File: config.mk
export PLATFORM = sky130hd
export DESIGN_NAME = logic_grid_cfg
export DESIGN_NICKNAME = d
export VERILOG_FILES = /design/src/rtl/logic_grid_cfg.sv
export SDC_FILE = /design/constraint.sdc
export NUM_CORES = 2
export LEC_CHECK = 0
export ABC_AREA = 1
export BUFFER_PORTS_ARGS = -buffer_cell sky130_fd_sc_hd__buf_2
export CORE_MARGIN = 1.5
export CORE_UTILIZATION = 30
export CTS_CLUSTER_SIZE = 30
export DETAILED_ROUTE_END_ITERATION = 8
export SLEW_MARGIN = 10
export SYNTH_ARGS = -nofsm -noshare
export SYNTH_HDL_FRONTEND = slang
export SYNTH_HIERARCHICAL = 1
export SYNTH_SLANG_ARGS = --single-unit
File: constraint.sdc
create_clock -name clock -period 155.2 [get_ports clock]
set_input_delay 15.52 -clock clock [delete_from_list [all_inputs] [get_ports clock]]
set_output_delay 15.52 -clock clock [all_outputs]
set_load 0.005 [all_outputs]
File: src/rtl/logic_grid_cfg.sv
// logic_grid_cfg: a row of logic columns, west (0) to east (COLUMNS-1), plus a
// word-oriented loader that serialises configuration into the column chains.
//
// Ports:
//   clock, reset                  sole clock, asynchronous active-high reset
//   data_{north,south}_{in,out}   COLUMNS*IO_PER_COLUMN, column c on [c*IO +: IO]
//   data_{west,east}_{in,out}     EW_WIDTH, grid edge buses (col 0 west, last col east)
//   cfg_start/cfg_all/cfg_column  start a load of the whole grid or one column
//   cfg_valid/cfg_data/cfg_ready  configuration word handshake
//   busy, done, error             loader status (done/error are one-cycle pulses)
//   config_out                    config chain output of the east-most column

// One grid column: a config shift chain plus simple configured user logic.
//   north_out = south_in ^ cfg mask (combinational)
//   south_out = north_in, registered
//   east_out  = west_in ^ cfg mask, registered
//   west_out  = east_in, registered
// User flops are cleared by nreset, the config chain by config_nreset.
module logic_column #(
  parameter int IO_W     = 10,
  parameter int EW_W     = 80,
  parameter int CFG_BITS = 64
) (
  input  logic            clock,
  input  logic            nreset,
  input  logic            config_nreset,
  input  logic            config_enable,
  input  logic            config_in,
  output logic            config_out,
  input  logic [IO_W-1:0] north_in,
  input  logic [IO_W-1:0] south_in,
  output logic [IO_W-1:0] north_out,
  output logic [IO_W-1:0] south_out,
  input  logic [EW_W-1:0] west_in,
  input  logic [EW_W-1:0] east_in,
  output logic [EW_W-1:0] west_out,
  output logic [EW_W-1:0] east_out
);
  logic [CFG_BITS-1:0] cfg_q, cfg_d;
  logic [IO_W-1:0]     ns_mask, south_q, south_d;
  logic [EW_W-1:0]     ew_mask, east_q, east_d, west_q, west_d;

  // Masks wrap around the config word when the bus is wider than the chain.
  for (genvar i = 0; i < IO_W; i++) begin : g_ns_mask
    assign ns_mask[i] = cfg_q[i % CFG_BITS];
  end
  for (genvar i = 0; i < EW_W; i++) begin : g_ew_mask
    assign ew_mask[i] = cfg_q[i % CFG_BITS];
  end

  // Bits enter at the top and leave from bit 0, so the first bit of a
  // chain load ends up in bit 0 of the furthest column.
  always_comb begin
    cfg_d = cfg_q;
    if (config_enable) cfg_d = {config_in, cfg_q[CFG_BITS-1:1]};
    south_d = north_in;
    east_d  = west_in ^ ew_mask;
    west_d  = east_in;
  end

  always_ff @(posedge clock or negedge config_nreset) begin
    if (!config_nreset) cfg_q <= '0;
    else                cfg_q <= cfg_d;
  end

  always_ff @(posedge clock or negedge nreset) begin
    if (!nreset) begin
      south_q <= '0;
      east_q  <= '0;
      west_q  <= '0;
    end else begin
      south_q <= south_d;
      east_q  <= east_d;
      west_q  <= west_d;
    end
  end

  assign config_out = cfg_q[0];
  assign north_out  = south_in ^ ns_mask;
  assign south_out  = south_q;
  assign east_out   = east_q;
  assign west_out   = west_q;
endmodule

module logic_grid_cfg #(
  parameter int  COLUMNS         = 8,
  parameter int  IO_PER_COLUMN   = 10,
  parameter int  EW_WIDTH        = 80,
  parameter int  COLUMN_CFG_BITS = 64,
  parameter int  CFG_WORD        = 32,
  localparam int CW              = (COLUMNS > 1) ? $clog2(COLUMNS) : 1
) (
  input  logic                             clock,
  input  logic                             reset,
  input  logic [COLUMNS*IO_PER_COLUMN-1:0] data_north_in,
  output logic [COLUMNS*IO_PER_COLUMN-1:0] data_north_out,
  input  logic [COLUMNS*IO_PER_COLUMN-1:0] data_south_in,
  output logic [COLUMNS*IO_PER_COLUMN-1:0] data_south_out,
  input  logic [EW_WIDTH-1:0]              data_west_in,
  output logic [EW_WIDTH-1:0]              data_west_out,
  input  logic [EW_WIDTH-1:0]              data_east_in,
  output logic [EW_WIDTH-1:0]              data_east_out,
  input  logic                             cfg_start,
  input  logic                             cfg_all,
  input  logic [CW-1:0]                    cfg_column,
  input  logic                             cfg_valid,
  input  logic [CFG_WORD-1:0]              cfg_data,
  output logic                             cfg_ready,
  output logic                             busy,
  output logic                             done,
  output logic                             error,
  output logic                             config_out
);
  localparam int TOTAL_BITS = COLUMNS * COLUMN_CFG_BITS;
  localparam int RW         = $clog2(TOTAL_BITS + 1);
  localparam int BW         = (CFG_WORD > 1) ? $clog2(CFG_WORD) : 1;

  typedef enum logic [1:0] {IDLE, WAIT_WORD, SHIFT, DONE} state_t;

  state_t              state_q, state_d;
  logic [CFG_WORD-1:0] shift_q, shift_d;
  logic [RW-1:0]       remaining_q, remaining_d;
  logic [BW-1:0]       bit_cnt_q, bit_cnt_d;
  logic                all_q, all_d;
  logic [CW-1:0]       target_q, target_d;
  logic                busy_q, busy_d;
  logic                ready_q, ready_d;
  logic                done_q, done_d;
  logic                error_q, error_d;

  always_comb begin
    state_d     = state_q;
    shift_d     = shift_q;
    remaining_d = remaining_q;
    bit_cnt_d   = bit_cnt_q;
    all_d       = all_q;
    target_d    = target_q;
    error_d     = 1'b0;
    case (state_q)
      IDLE: begin
        if (cfg_start) begin
          if (!cfg_all && (32'(cfg_column) >= COLUMNS)) begin
            error_d = 1'b1;
          end else begin
            all_d       = cfg_all;
            target_d    = cfg_column;
            remaining_d = cfg_all ? RW'(TOTAL_BITS) : RW'(COLUMN_CFG_BITS);
            state_d     = WAIT_WORD;
          end
        end
      end
      WAIT_WORD: begin
        if (cfg_valid) begin
          shift_d   = cfg_data;
          bit_cnt_d = '0;
          state_d   = SHIFT;
        end
      end
      SHIFT: begin
        shift_d     = {1'b0, shift_q[CFG_WORD-1:1]};
        remaining_d = remaining_q - 1'b1;
        bit_cnt_d   = bit_cnt_q + 1'b1;
        // Running out of bits wins over the word boundary; leftover bits
        // of a partially used word are simply dropped.
        if (remaining_q == RW'(1))                 state_d = DONE;
        else if (bit_cnt_q == BW'(CFG_WORD - 1))   state_d = WAIT_WORD;
      end
      DONE:    state_d = IDLE;
      default: state_d = IDLE;
    endcase
    // Status outputs are registered copies of the next-state decode.
    busy_d  = (state_d != IDLE);
    ready_d = (state_d == WAIT_WORD);
    done_d  = (state_d == DONE);
  end

  always_ff @(posedge clock or posedge reset) begin
    if (reset) begin
      state_q     <= IDLE;
      shift_q     <= '0;
      remaining_q <= '0;
      bit_cnt_q   <= '0;
      all_q       <= 1'b0;
      target_q    <= '0;
      busy_q      <= 1'b0;
      ready_q     <= 1'b0;
      done_q      <= 1'b0;
      error_q     <= 1'b0;
    end else begin
      state_q     <= state_d;
      shift_q     <= shift_d;
      remaining_q <= remaining_d;
      bit_cnt_q   <= bit_cnt_d;
      all_q       <= all_d;
      target_q    <= target_d;
      busy_q      <= busy_d;
      ready_q     <= ready_d;
      done_q      <= done_d;
      error_q     <= error_d;
    end
  end

  assign cfg_ready = ready_q;
  assign busy      = busy_q;
  assign done      = done_q;
  assign error     = error_q;

  // Column fabric
  logic [COLUMNS-1:0]               col_en, col_in, col_out;
  logic [COLUMNS-1:0][EW_WIDTH-1:0] col_w_in, col_w_out, col_e_in, col_e_out;
  logic                             col_nreset, col_cfg_nreset, shifting;

  // User logic stays in reset for the whole load.
  assign col_nreset     = ~reset & ~busy_q;
  assign col_cfg_nreset = ~reset;
  assign shifting       = (state_q == SHIFT);

  for (genvar c = 0; c < COLUMNS; c++) begin : g_col
    logic sel;
    assign sel       = ~all_q & (target_q == CW'(c));
    assign col_en[c] = shifting & (all_q | sel);

    if (c == 0) begin : g_west_edge
      assign col_in[c]   = shift_q[0];
      assign col_w_in[c] = data_west_in;
    end else begin : g_west_link
      assign col_in[c]   = sel ? shift_q[0] : col_out[c-1];
      assign col_w_in[c] = col_e_out[c-1];
    end

    if (c == COLUMNS - 1) begin : g_east_edge
      assign col_e_in[c] = data_east_in;
    end else begin : g_east_link
      assign col_e_in[c] = col_w_out[c+1];
    end

    logic_column #(
      .IO_W     (IO_PER_COLUMN),
      .EW_W     (EW_WIDTH),
      .CFG_BITS (COLUMN_CFG_BITS)
    ) u_col (
      .clock         (clock),
      .nreset        (col_nreset),
      .config_nreset (col_cfg_nreset),
      .config_enable (col_en[c]),
      .config_in     (col_in[c]),
      .config_out    (col_out[c]),
      .north_in      (data_north_in[c*IO_PER_COLUMN +: IO_PER_COLUMN]),
      .south_in      (data_south_in[c*IO_PER_COLUMN +: IO_PER_COLUMN]),
      .north_out     (data_north_out[c*IO_PER_COLUMN +: IO_PER_COLUMN]),
      .south_out     (data_south_out[c*IO_PER_COLUMN +: IO_PER_COLUMN]),
      .west_in       (col_w_in[c]),
      .east_in       (col_e_in[c]),
      .west_out      (col_w_out[c]),
      .east_out      (col_e_out[c])
    );
  end

  assign data_west_out = col_w_out[0];
  assign data_east_out = col_e_out[COLUMNS-1];
  assign config_out    = col_out[COLUMNS-1];
endmodule

# Word-level counts from Yosys, hierarchy flattened
# Index checks and enable logic that the tools add are counted.
# totals
register_bits	1928
input_bits	360
output_inout_bits	325
elab_cells	130
# classes
addsub	2
eq_ne	16
muxes	19
n_bitwise	44
reduce_logical	8
# op_table
operator	n
$xor A80 B80 Y80	8
$xor A10 B10 Y10	8
$pmux W32 S2	1
$mux W32	1
$mux W10	2
$pmux W10 S2	1
$and A1 B1 Y1	17
$eq A3 B3 Y1 const B	4
$eq A10 B1 Y1 const B	1
$pmux W5 S2	1
$sub A10 B1 Y10 const B	1
$mux W2	4
$or A1 B1 Y1	8
$pmux W2 S4	1
$mux W1	7
$eq A2 B2 Y1 const B	3
$eq A3 B2 Y1 const B	2
$reduce_and A2 Y1	3
$reduce_bool A2 Y1	3
$add A5 B1 Y5 const B	1
$eq A5 B5 Y1 const B	1
$mux W5	1
$eq A2 B1 Y1 const B	2
$ne A2 B2 Y1 const B	2
other kinds (4)	6

# Depth between registers and ports, before layout
# logic_depth
ltp_word	5
ltp_mapped	8
ltp_nobuf	8

# Hierarchy
# The synthesis kept the hierarchy.
# by_module_without_submodules
module	n_inst	cells_per_inst	area_each_um2	seq_area_each_um2
logic_column	8	864	8269.2	5855.6
logic_grid_cfg	1	338	2966.6	1401.3

# Worst setup path before layout
# No wires, ideal clock.
# synth_timing
kind	input to output
start	input port data_south_in[70]
end	output port data_north_out[70]
arrival_ns	15.657
required_ns	139.680
slack_ns	124.023
stages	3
n_path_buf	0
cell_sequence	inv_1 nand2_1 nand2_1
# synth_via
elab_chain_cells	1
# synth_lines
element	line_no	source
start: declaration	97	input logic [COLUMNS*IO_PER_COLUMN-1:0] data_south_in,
$xor A10 B10 Y10	79	assign north_out = south_in ^ ns_mask;
end: declaration	96	output logic [COLUMNS*IO_PER_COLUMN-1:0] data_north_out,
# Every way passes these cells.

# Worst setup path in the final report
# layout_timing
start	input port data_south_in[24]
end	output port data_north_out[24]
# Same word-level chain as after synthesis.

==> impl_metrics.toml <==
[drt]
m1WireLength_mm = 66.1
wl_met2_mm = 70.8
met3_wirelength_mm = 8.56
drt_iter0_markers = 2372
dr_total_vias = 44600
viasPerCell = 3.96
top_layer = "met5"
dr.pass1.iters = 8
wire_per_inst_um = 13.4
drc = 0
totalWireLength_mm = 151
ant_nets = 0

[logic_synthesis]
synth.distinct_cells = 30
synth_ff_type = "dfrtp_1"
synth-compound-area-share_pct = 0.825
yosysMostFrequentCell = "nand2_1"
synth_seq_cells = 1928
netlist_instances = 7250
yosys_warnings = 6
synth-edff-count = 0
synth_common_cells = "nand2_1 (3723), dfrtp_1 (1928), inv_1 (1265)"
ys_seq_area_share_pct = 69.8
synthTopCellsByArea = "dfrtp_1 (70%), nand2_1 (20%), inv_1 (6.9%), buf_6 (0.62%), a211oi_2 (0.42%)"
synth_top_area_share_pct = 69.8
synth_xor_area_share_pct = 0.0127
synth_top_family_by_area = "simple AND/OR/NAND/NOR gates"
yosys.area.top_type = "dfrtp_1"
synth_nets = 7614
synth-simple-area-share_pct = 21.0
ys_async_sr_fraction_pct = 100
synth-adder-area-share_pct = 0.0724
avgSynthCellArea_um2 = 9.53
synth_mux_area_share_pct = 0.0290
syn-cell-area_mm2 = 0.0691

[clock_tree]
numCtsBuffers = 203
clkLatencyLatePin_ps = 870
holdBufCountCts = 0
cts_setup_buffers = 0
tritoncts = "built"
cts_buffer_depth = 3
root_buffer = "clkbuf_16"
cts_resized = 0
cts.sinks = 1928
htreeDepth = 4
clk_pin_slew_ps = 60

[final_layout]
multiInputGateArea_mm2 = 0.0153
seqCellArea_mm2 = 0.0482
nets = 8421
final_cell_count_no_fill = 11300
fillers = 22600
syn_to_final_growth_pct = 20.3
drive_gt1_share_pct = 13.6

[grt]
overflow = 0
grt_use_total_pct = 13.1
grt_max_degree = 182
antenna_found_initial = 55
grt_pass1_vias = 45600
grt_pass1_wl_mm = 244

[worst_setup_path]
crit_chain = "buf_2 > inv_1 > nand2_1 > nand2_1 > buf_2"
crit_path_end_kind = "output port"
worstSetupStartpointType = "input port"
worstPathArrival_ps = 15910
cp_slowest_cell = "buf_2"
crit_type = "input port to output port"
worstPathMaxFanout = 2
path_buf_inv = 3
crit_family = "buffers and inverters"
cpPeakStageDelay_ps = 110
crit_required_ps = 139680

[sta]
max_slew_margin_pct = 29.0
period_needed_ps = 31430
clock_skew_ps = 63.3
final.setup.tns_ps = 0
finalHoldViolations = 0
fin_crit_sh_pct = 20.3
max_freq_ghz = 0.0318
final-max-slew-violation-count = 0
tightest_slew_ps = 1060
whs_ps = 321
rsz0062_at_grt = "no"
setup_viol = 0

[place]
numPortBuffers = 683
dp.cells = 10900
gp_congestion = 0.839
place.detailed.hpwl_mm = 105

[die]
die_area_mm2 = 0.233
die_w_um = 483
start_util_pct = 30.1
fp.dieH_um = 483
coreArea_mm2 = 0.229
io_pins = 685
rows = 176

[pwr]
p_leak_nw = 45.7
irDropWorstVdd_uv = 10.4
power_mw = 1.22
powerDensity_mw_per_mm2 = 14.7

[status]
status = "finished, final reports clean"

[worst_hold_path]
min_path_type = "flip-flop to flip-flop"

[run]
drv_cap = 0
[area by class of cell]
cell class,count,share of cell area (%)
Sequential cell,1928,58.0
Multi-Input combinational cell,3923,18.4
Clock buffer,275,6.90
Inverter,1278,5.78
Tap cell,3026,4.55
Timing Repair Buffer,723,4.53
Clock inverter,100,1.81
Antenna cell,8,0.0241
[cells by family after synthesis]
family / after synthesis
muxes: 2
AOI/OAI and AO/OA: 73
adders and majority gates: 4
and+or+nand+nor: 3842
buffers and inverters: 1399
DFF: 1928
xor gates and xnor gates: 1
other: 1
[path summary, 6_finish.rpt]
kind	startpoint	to	slack, ps	cells past startpoint
hold / removal	g_col[6].u_col/west_out[53]	g_col[5].u_col/west_out[53]	320	0
setup reg to reg	busy	g_col[2].u_col/west_out[58]	150900	5
hold reg to reg	g_col[6].u_col/west_out[53]	g_col[5].u_col/west_out[53]	320	0
min in group asynchronous	busy	g_col[3].u_col/east_out[9]	580	1
max in group asynchronous	reset	g_col[2].u_col/west_out[58]	136500	6
setup / recovery	data_south_in[24]	data_north_out[24]	123770	5
[worst register-to-register path, stage by stage (launching register included)]
cell	delay [ps]
dfrtp_1	420
nor2_4	690
buf_4	750
buf_12	560
buf_4	1060
buf_12	610
[placed cells by master (no fill, tap or decap), types with 2 or more instances in the layout]
cell	n
o21ai_1	3
a211oi_2	23
a21oi_1	13
a21oi_4	7
inv_8	2
clkinv_16	12
buf_2	683
clkbuf_8	39
dfrtp_1	1928
diode_2	8
nand2_2	3
a211oi_1	7
clkbuf_16	203
nor3_1	34
inv_6	7
a22o_1	2
bufinv_16	24
o21ai_0	14
nor2_1	58
clkinv_2	39
clkinv_4	2
inv_1	1264
buf_12	4
inv_2	13
ha_1	4
clkinv_8	2
buf_4	36
mux2i_1	2
nor2_4	3
clkbuf_1	33
nand2_1	3723
nand3_1	18
clkinvlp_4	12
[registers in the layout, summed over array words and instances (netlist names)]
name,cells
state_q,2
all_q,1
g_col.u_col/east_out,640
bit_cnt_q,5
remaining_q,10
target_q,3
shift_q,32
g_col.u_col/west_out,640
g_col.u_col/cfg_q,512
busy,1
cfg_ready,1
done,1
g_col.u_col/south_out,80
[power breakdown]
group	internal [mW]	leakage (nW)	switching [mW]
registers	0.537	24.5	0.0212
logic	0.0352	17.7	0.117
clock network	0.302	3.52	0.206
[through the flow]
step | instance area, um^2 | util [%] | setup WS [ps]
2_1_floorplan | 69100 | - | 58320
3_3_place_gp | 75900 | 33.1 | 123800
3_5_place_dp | 75900 | 33.1 | 123780
4_1_cts | 83100 | 36.2 | 123780
5_1_grt | 83100 | 36.2 | 123710
6_report | 83100 | 36.2 | 123770
[metal layers]
metal | global-route usage [%] | vias to the layer above
met5 | 0 | -
met4 | 5.21 | 62
met3 | 3.69 | 353
met2 | 21.5 | 751
met1 | 16.4 | 21000
li1 | - | 22500
(Power assumes the default switching activity.)
